File: config.mk
export PLATFORM = sky130hd
export DESIGN_NAME = match_run_monitor_flat
export DESIGN_NICKNAME = d
export VERILOG_FILES = /design/src/rtl/match_run_monitor_if.sv /design/src/rtl/match_run_monitor.sv /design/src/flat_wrapper.sv
export SDC_FILE = /design/constraint.sdc
export NUM_CORES = 1
export LEC_CHECK = 0
export ABC_AREA = 1
export CAP_MARGIN = 10
export CORE_UTILIZATION = 56
export CTS_CLUSTER_DIAMETER = 120
export DETAILED_ROUTE_END_ITERATION = 12
export PLACE_DENSITY = 0.85
export SLEW_MARGIN = 30
export SYNTH_ARGS = -nofsm -noshare
export SYNTH_HDL_FRONTEND = slang
export SYNTH_SLANG_ARGS = --single-unit
File: constraint.sdc
create_clock -name clk -period 5.8 [get_ports clk]
set_input_delay 1.74 -clock clk [delete_from_list [all_inputs] [get_ports clk]]
set_output_delay 1.74 -clock clk [all_outputs]
set_load 0.02 [all_outputs]
File: src/rtl/match_run_monitor_if.sv
// -----------------------------------------------------------------------------
// match_run_monitor_if
// Bundles the sampled detector signal, the synchronous clear and the monitor
// results into one interface.
//
// Signals:
//   z          detector output, sampled by the monitor each rising clk edge
//   clr        synchronous clear, active-high
//   hit_count  number of z rising edges since reset/clr (saturating)
//   run_len    length of the current high run of z (saturating)
//   max_run    largest run_len reached since reset/clr
//   rise       one-cycle pulse: last sample started a new run
//   alarm      high while the current run length >= ALARM_LEN
//   state_dbg  current FSM state (0=IDLE, 1=RUN, 2=ALARM)
//
// Handshake: there is no valid/ready pair. The source holds z and clr stable
// around every rising clk edge; the monitor treats each edge as one accepted
// sample, and all results are valid from just after that edge until the next.
//
// Modports:
//   master  drives z/clr, observes results (source / bench side)
//   slave   consumes z/clr, drives results (monitor side)
// -----------------------------------------------------------------------------
interface match_run_monitor_if #(
  parameter int CNT_W = 8,
  parameter int RUN_W = 6
);
  logic             z;
  logic             clr;
  logic [CNT_W-1:0] hit_count;
  logic [RUN_W-1:0] run_len;
  logic [RUN_W-1:0] max_run;
  logic             rise;
  logic             alarm;
  logic [1:0]       state_dbg;

  modport master (
    output z, clr,
    input  hit_count, run_len, max_run, rise, alarm, state_dbg
  );

  modport slave (
    input  z, clr,
    output hit_count, run_len, max_run, rise, alarm, state_dbg
  );
endinterface

File: src/rtl/match_run_monitor.sv
// -----------------------------------------------------------------------------
// match_run_monitor
// Watches the registered output z of a two-equal-bits sequence detector.
// Counts detection episodes (rising edges of z), tracks the current and the
// longest run of consecutive high samples, and raises a registered alarm once
// the current run reaches ALARM_LEN. All outputs are registered.
//
// Ports:
//   clk    system clock, rising edge
//   reset  asynchronous reset, active-low
//   bus    match_run_monitor_if.slave (z, clr in; results + state_dbg out)
//
// Parameters:
//   CNT_W      width of hit_count
//   RUN_W      width of run_len / max_run
//   ALARM_LEN  run length that asserts alarm, 1 .. 2^RUN_W-1
// -----------------------------------------------------------------------------
module match_run_monitor #(
  parameter int CNT_W     = 8,
  parameter int RUN_W     = 6,
  parameter int ALARM_LEN = 4
) (
  input  logic              clk,
  input  logic              reset,
  match_run_monitor_if.slave bus
);

  typedef enum logic [1:0] {
    IDLE  = 2'd0,
    RUN   = 2'd1,
    ALARM = 2'd2
  } state_t;

  localparam logic [RUN_W-1:0] ALARM_LEN_V = RUN_W'(ALARM_LEN);

  state_t           r_state;
  logic [CNT_W-1:0] r_hit;
  logic [RUN_W-1:0] r_run;
  logic [RUN_W-1:0] r_max;
  logic             r_rise;

  state_t           w_state_nxt;
  logic [CNT_W-1:0] w_hit_nxt;
  logic [RUN_W-1:0] w_run_nxt;
  logic [RUN_W-1:0] w_max_nxt;
  logic             w_rise_nxt;
  logic [RUN_W-1:0] w_run_inc;
  logic [CNT_W-1:0] w_hit_inc;

  // Saturating increments: all-ones values stick.
  assign w_run_inc = (r_run == '1) ? r_run : r_run + 1'b1;
  assign w_hit_inc = (r_hit == '1) ? r_hit : r_hit + 1'b1;

  always_comb begin
    w_state_nxt = r_state;
    w_hit_nxt   = r_hit;
    w_run_nxt   = r_run;
    w_max_nxt   = r_max;
    w_rise_nxt  = 1'b0;

    if (bus.clr) begin
      // z is ignored this cycle; a still-high z on the next edge is a new hit.
      w_state_nxt = IDLE;
      w_hit_nxt   = '0;
      w_run_nxt   = '0;
      w_max_nxt   = '0;
    end else begin
      case (r_state)
        IDLE: begin
          if (bus.z) begin
            w_run_nxt   = RUN_W'(1);
            w_rise_nxt  = 1'b1;
            w_hit_nxt   = w_hit_inc;
            w_state_nxt = (ALARM_LEN == 1) ? ALARM : RUN;
          end else begin
            w_run_nxt   = '0;
          end
        end
        RUN: begin
          if (bus.z) begin
            w_run_nxt   = w_run_inc;
            w_state_nxt = (w_run_inc == ALARM_LEN_V) ? ALARM : RUN;
          end else begin
            w_run_nxt   = '0;
            w_state_nxt = IDLE;
          end
        end
        ALARM: begin
          if (bus.z) begin
            w_run_nxt   = w_run_inc;
          end else begin
            w_run_nxt   = '0;
            w_state_nxt = IDLE;
          end
        end
        default: begin
          w_run_nxt   = '0;
          w_state_nxt = IDLE;
        end
      endcase
      // max_run tracks the run length being registered at this same edge.
      if (w_run_nxt > r_max) w_max_nxt = w_run_nxt;
    end
  end

  always_ff @(posedge clk or negedge reset) begin
    if (!reset) begin
      r_state <= IDLE;
      r_hit   <= '0;
      r_run   <= '0;
      r_max   <= '0;
      r_rise  <= 1'b0;
    end else begin
      r_state <= w_state_nxt;
      r_hit   <= w_hit_nxt;
      r_run   <= w_run_nxt;
      r_max   <= w_max_nxt;
      r_rise  <= w_rise_nxt;
    end
  end

  assign bus.hit_count = r_hit;
  assign bus.run_len   = r_run;
  assign bus.max_run   = r_max;
  assign bus.rise      = r_rise;
  // Decoded from the state register only, so it stays aligned with run_len.
  assign bus.alarm     = (r_state == ALARM);
  assign bus.state_dbg = r_state;

endmodule
File: src/flat_wrapper.sv
// flat-port wrapper written by rule: the top's interface ports become plain ports
module match_run_monitor_flat 
#(
  parameter int CNT_W     = 8,
  parameter int RUN_W     = 6,
  parameter int ALARM_LEN = 4
)
  (clk, reset, bus_z, bus_clr, bus_hit_count, bus_run_len, bus_max_run, bus_rise, bus_alarm, bus_state_dbg);
  match_run_monitor_if #(.CNT_W(CNT_W), .RUN_W(RUN_W)) bus_i ();
  input  logic clk;
  input  logic reset;
  input wire logic [$bits(bus_i.z)-1:0] bus_z;
  input wire logic [$bits(bus_i.clr)-1:0] bus_clr;
  output wire logic [$bits(bus_i.hit_count)-1:0] bus_hit_count;
  output wire logic [$bits(bus_i.run_len)-1:0] bus_run_len;
  output wire logic [$bits(bus_i.max_run)-1:0] bus_max_run;
  output wire logic [$bits(bus_i.rise)-1:0] bus_rise;
  output wire logic [$bits(bus_i.alarm)-1:0] bus_alarm;
  output wire logic [$bits(bus_i.state_dbg)-1:0] bus_state_dbg;
  assign bus_i.z = bus_z;
  assign bus_i.clr = bus_clr;
  assign bus_hit_count = bus_i.hit_count;
  assign bus_run_len = bus_i.run_len;
  assign bus_max_run = bus_i.max_run;
  assign bus_rise = bus_i.rise;
  assign bus_alarm = bus_i.alarm;
  assign bus_state_dbg = bus_i.state_dbg;
  match_run_monitor #(.CNT_W(CNT_W), .RUN_W(RUN_W), .ALARM_LEN(ALARM_LEN)) u_core (.clk(clk), .reset(reset), .bus(bus_i));
endmodule
==> results of run 1 <==
through the flow:
stage	cell area [µm²]	setup WS [ns]	power, mW
detailed placement	1807	1.583	0.2639
global placement	1812	1.722	0.2612
finish	1833	1.904	0.3330
global route	1833	1.588	0.3554
floorplan	1523	2.624	0.2335
CTS	1833	1.919	0.3381
power breakdown:
group | internal [mW] | switching (mW)
sequential | 0.169 | 0.0102
combinational | 0.0321 | 0.0488
clock | 0.0268 | 0.0460
how the worst max path moves through the flow:
stage	end	cells after the start	start
2_1_floorplan	u_core.bus.max_run[4]$_DFFE_PN0P_	15	bus_z
3_3_place_gp	u_core.bus.max_run[1]$_DFFE_PN0P_	15	bus_z
3_5_place_dp	u_core.bus.max_run[5]$_DFFE_PN0P_	15	bus_z
4_1_cts	u_core.bus.max_run[5]$_DFFE_PN0P_	15	bus_z
5_1_grt	u_core.bus.max_run[0]$_DFFE_PN0P_	15	bus_z
6_report	u_core.bus.max_run[2]$_DFFE_PN0P_	15	bus_z
kinds of logic after synthesis:
logic type | count (synthesis)
fa+ha+maj | 12
simple gates | 106
flops | 23
xor+xnor | 1
buf+inv | 45
compound gates | 19
per-layer routing:
layer	global-route usage (%)	wire length, µm
met4	3.846	21
met3	2.542	94
met1	34.95	1573
met5	0	0
met2	35.16	1341
cells in the final DEF, fill, tap and decap left out, drive strengths merged:
cell type      instances
ha                    12
a21oi                  7
nor4                   1
buf                    1
xor2                   1
inv                   41
nand3                 11
nor3                   2
clkdlybuf4s50         26
dfrtp                 23
a22oi                  1
nand4                  2
clkinv                 2
nor2                  23
nor3b                  1
o21ai                 10
clkbuf                 4
o31ai                  1
nand3b                 3
nand2                 63
worst max-delay path: cells and delay by family:
kind | cells | cell delay, ns
simple gates | 9 | 1.26
buf+inv | 3 | 0.65
compound gates | 2 | 0.24
fa+ha+maj | 1 | 0.24
sequential cells by signal (all words and copies together), names as in the netlist:
| signal | cells |
|---|---|
| u_core.bus.state_dbg | 2 |
| u_core.bus.run_len | 6 |
| u_core.bus.max_run | 6 |
| u_core.bus.hit_count | 8 |
| u_core.bus.rise | 1 |
area by class of cell:
type	instances	area, µm²
clock buffer	4	26.28
fill	231	689.4
inverter	43	161.4
multi-input combinational	138	767.0
sequential	23	575.6
tap	30	37.54
timing repair buffer	27	265.3
==> impl_metrics.ini, run 1 <==
[outcome]
run_status = finished, final reports clean

[pwr]
p_leak_nw = 0.9627
p_per_area_nw_per_um2 = 181.7
irDropWorstVdd_uv = 175.1

[layout]
instances_no_fill = 265
drive_gt1_share_pct = 11.49
antenna_cells = 0
nets = 252
syn2layout_area_growth_pct = 20.38
fin_util_pct = 72.67

[critical_path]
start_kind = input port
slowest_stage = clkdlybuf4s50_1
r2r_cells = 17
regToRegSetupSlack_ns = 2.95
max_stage_delay_ns = 0.53
r2r-start = u_core.bus.run_len[0]$_DFF_PN0_
crit_top_cell = nand2_1
criticalPathCategory = input port to flip-flop
crit_path_max_fanout = 11
worstPathCellList = clkdlybuf4s50_1 > nand2_1 > nor2_2 > inv_2 > a21oi_2 > ha_1 > nand2_1 > inv_1 > nand2_1 > nand2_1 > nor2_1 > nor2_1 > nor2_1 > nand2_1 > o21ai_1
crit_path_end_kind = flip-flop
required_ns = 6.04
cp.arrival_ns = 4.14
timing.rr.end = u_core.bus.max_run[2]$_DFFE_PN0P_

[synthesis]
async_reset_ff_share_pct = 100.0
synthTopCellsByArea = dfrtp_1 (38%), nand2_1 (14%), ha_1 (9.9%)
syn_nets = 222
synth_cells = 206
synth_top_cell_by_area = dfrtp_1
synth_compound_gate_area_share_pct = 7.313
yosysSeqAreaShare_pct = 37.80
yosys.cell_count.top_type = nand2_1
yosys-top-cells-count = nand2_1 (57), inv_1 (35), dfrtp_1 (23)
yosys.cell_types.count = 28
synthAdderAreaFrac_pct = 9.860
synth_area_um2 = 1523
synth_edf_count = 0
synth_xor_area_share_pct = 0.5752
synthMuxAreaShare_pct = 0
synth_seq_cells = 23
synth_ff_type = dfrtp_1
yosysTopAreaCellShare_pct = 37.80
avgSynthCellArea_um2 = 7.392
synthSimpleGateAreaFrac_pct = 32.62
synth-warning-count = 0
synth_top_family_by_area = simple AND/OR/NAND/NOR gates

[timing]
worstMarginPinSlew_ns = 0.6626
rsz0062_at_grt = false
clock_skew_ns = 0.007431
maxSlewHeadroom_pct = 55.67
hold_slack_ns = 0.5326
slew_violations = 0
tns_ns = 0
finalCritPeriodShare_pct = 67.18
maxClockFrequency_mhz = 256.7
fin_crit_ns = 3.896
hold_viol = 0
setup_viol_count_final = 0

[die]
core_area_um2 = 2522
ioPinCount = 28
core.rowCount = 18
dieHeight_um = 54.15
die_w_um = 54.15
die_area_um2 = 2932
initial_core_util_pct = 60.37

[clock_tree]
ctsRootBufferMaster = clkbuf_4
post-cts-setup-buffers = 0
cts_tree = yes
post_cts_resized = 0
clk_pin_slew_ns = 0.13
cts_buffers = 3
clockBufferDepth = 2
cts_hold_buf = 0
cts.sinks = 23
clk_latency_ns = 0.30
htreeDepth = 1

[route]
routed_wl_um = 3030
dr.pass1.iters = 4
drc = 0
ant_nets = 0
wire_per_inst_um = 11.43
routed-via-count = 1278
via_per_inst = 4.823
drtIter0Drc = 20

[place]
placed_cells = 261
gp_congestion = 0.7847
port_buffers = 27
hpwl_um = 2352

[grt]
grt_start_max_net_pins = 24
grt_pass1_wl_um = 4912
grt-ovfl-total = 0
grt_pass1_vias = 1110
grtUsageTotal_pct = 23.04
antenna_found_initial = 0

[min_path]
min_path_type = flip-flop to flip-flop
min_from = u_core.bus.hit_count[0]$_DFFE_PN0P_
min_path_cells = 1
hold_end = u_core.bus.hit_count[0]$_DFFE_PN0P_

[run]
drv_cap = 0
Note: power is estimated with default switching activity, not from simulation.
==> run 2: changes to the inputs <==
- CORE_UTILIZATION: 56 -> 52
- PLACE_DENSITY: 0.85 -> 0.79
- clock period: 5.8 -> 4 ns (I/O delays scaled with it)
==> run 2 against run 1 <==
  * Power grew 47%
  * Clock-buffer cell count shrank 1
  * Highest routed layer unchanged
  * Critical endpoint is now u_core.bus.max_run[5]$_DFFE_PN0P_
  * Sequential power grew 45%
  * Non-clock buffer count grew 2
  * Critical path type unchanged
==> impl_metrics.ini, run 2 (same netlist as run 1, synthesis figures left out) <==
[timing]
hold_viol = 0
fin_crit_ns = 2.988
rsz0062_at_grt = false
tns_ns = 0
setup_ws_ns = 1.012
clock_skew_ns = 0.005298
finalCritPeriodShare_pct = 74.71
maxClockFrequency_mhz = 334.6
worstMarginPinSlew_ns = 0.7707
setup_viol_count_final = 0
maxSlewHeadroom_pct = 48.46
hold_slack_ns = 0.5376
slew_violations = 0

[critical_path]
required_ns = 4.25
regToRegSetupSlack_ns = 1.48
r2r_cells = 18
crit_path_max_fanout = 11
cp.arrival_ns = 3.24
r2r-start = u_core.bus.run_len[0]$_DFF_PN0_
criticalPathCategory = input port to flip-flop
start_kind = input port
crit_path_end_kind = flip-flop
timing.rr.end = u_core.bus.max_run[5]$_DFFE_PN0P_

[route]
via_per_inst = 4.974
dr.pass1.iters = 4
met1Wirelength_um = 1500
route.met3.wl_um = 137
wire_per_inst_um = 10.95
routed_wl_um = 2934
dr.max_layer_used = met4
ant_nets = 0
met2_length_um = 1252
drc = 0
routed-via-count = 1333
drtIter0Drc = 106

[die]
ioPinCount = 28
core.rowCount = 19
dieHeight_um = 56.12
initial_core_util_pct = 55.22
core_area_um2 = 2758
die_w_um = 56.12
die_area_um2 = 3149

[clock_tree]
htreeDepth = 1
cts_hold_buf = 0
clockBufferDepth = 2
post_cts_resized = 0
clk_pin_slew_ns = 0.13
ctsRootBufferMaster = clkbuf_4
post-cts-setup-buffers = 0
cts_buffers = 3
cts_tree = yes
cts.sinks = 23
clk_latency_ns = 0.32

[place]
gp_congestion = 0.8575
dpl-instance-area_um2 = 1828
port_buffers = 27
pre_cts_slack_ns = 0.6792
placed_cells = 264
hpwl_um = 2343

[pwr]
p_total_mw = 0.4908
internal_power_mw = 0.3328
p_switching_mw = 0.1580
clkPwrFrac_pct = 22.7
irDropWorstVdd_uv = 252.4
combPwrFrac_pct = 24.3
power.share.switching_pct = 32.20
p_per_area_nw_per_um2 = 264.5
seqPwrFrac_pct = 53.1
p_leak_nw = 0.9753

[layout]
antenna_cells = 0
fin_util_pct = 67.29
design_area_um2 = 1856
mostFrequentLayoutCells = nand2_1 (57), inv_1 (35), clkdlybuf4s50_1 (27)
nets = 254
drive_gt1_share_pct = 12.24
layout_commonest_cell = nand2_1
fillCellCount = 239
syn2layout_area_growth_pct = 21.86
instances_no_fill = 268
largest_reg_flops = 8

[min_path]
min_path_type = flip-flop to flip-flop
min_path_cells = 2
min_from = u_core.bus.max_run[3]$_DFFE_PN0P_
hold_end = u_core.bus.max_run[3]$_DFFE_PN0P_

[run]
drv_cap = 0

[grt]
grtUsageTotal_pct = 20.44
antenna_found_initial = 0
grt-ovfl-total = 0
grt_pass1_vias = 1161
grt_start_max_net_pins = 19
grt_pass1_wl_um = 5112

[outcome]
run_status = finished, final reports clean
-- run 2: cell type report --
class	count	area (µm²)	share of cell area, %
Clock inverter	1	5.005	0.2697
Multi-Input combinational cell	138	767.0	41.34
Clock buffer	3	22.52	1.214
Inverter	43	161.4	8.699
Timing Repair Buffer	29	285.3	15.37
Tap cell	31	38.79	2.090
Sequential cell	23	575.6	31.02
-- run 2: worst max path at each step --
stage / from / to / slack [ns]
final: bus_z / u_core.bus.max_run[5]$_DFFE_PN0P_ / 1.01
after global routing: bus_z / u_core.bus.max_run[4]$_DFFE_PN0P_ / 0.82
after CTS: bus_z / u_core.bus.max_run[5]$_DFFE_PN0P_ / 1.02
after detailed placement: bus_z / u_core.bus.max_run[5]$_DFFE_PN0P_ / 0.68
after global placement: bus_z / u_core.bus.max_run[5]$_DFFE_PN0P_ / 0.73
after floorplan: bus_z / u_core.bus.max_run[4]$_DFFE_PN0P_ / 1.36
-- run 2: power groups by stage --
stage / Sequential (mW) / Combinational (mW) / Clock (mW)
CTS: 0.261 / 0.120 / 0.112
global route: 0.263 / 0.132 / 0.122
global placement: 0.265 / 0.118 / 0
finish: 0.260 / 0.119 / 0.111
detailed placement: 0.265 / 0.119 / 0
floorplan: 0.279 / 0.0598 / 0
-- run 2: worst max-delay path, stage by stage --
cell and delay [ns]:
clkdlybuf4s50_1 0.53, nand2_1 0.10, nor2_2 0.14, inv_2 0.08, nor2_2 0.13, ha_1 0.25, nand2_1 0.11, inv_1 0.05
nand2_1 0.05, nand2_1 0.04, nor2_1 0.09, nor2_1 0.06, nor2_1 0.09, buf_4 0.17, nand2_1 0.05, o21ai_1 0.08
-- run 2: per-layer routing --
metal	vias up	GRT usage, %
met5	-	0
met4	0	7.317
li1	693	-
met3	5	2.093
met2	32	28.40
met1	603	32.59
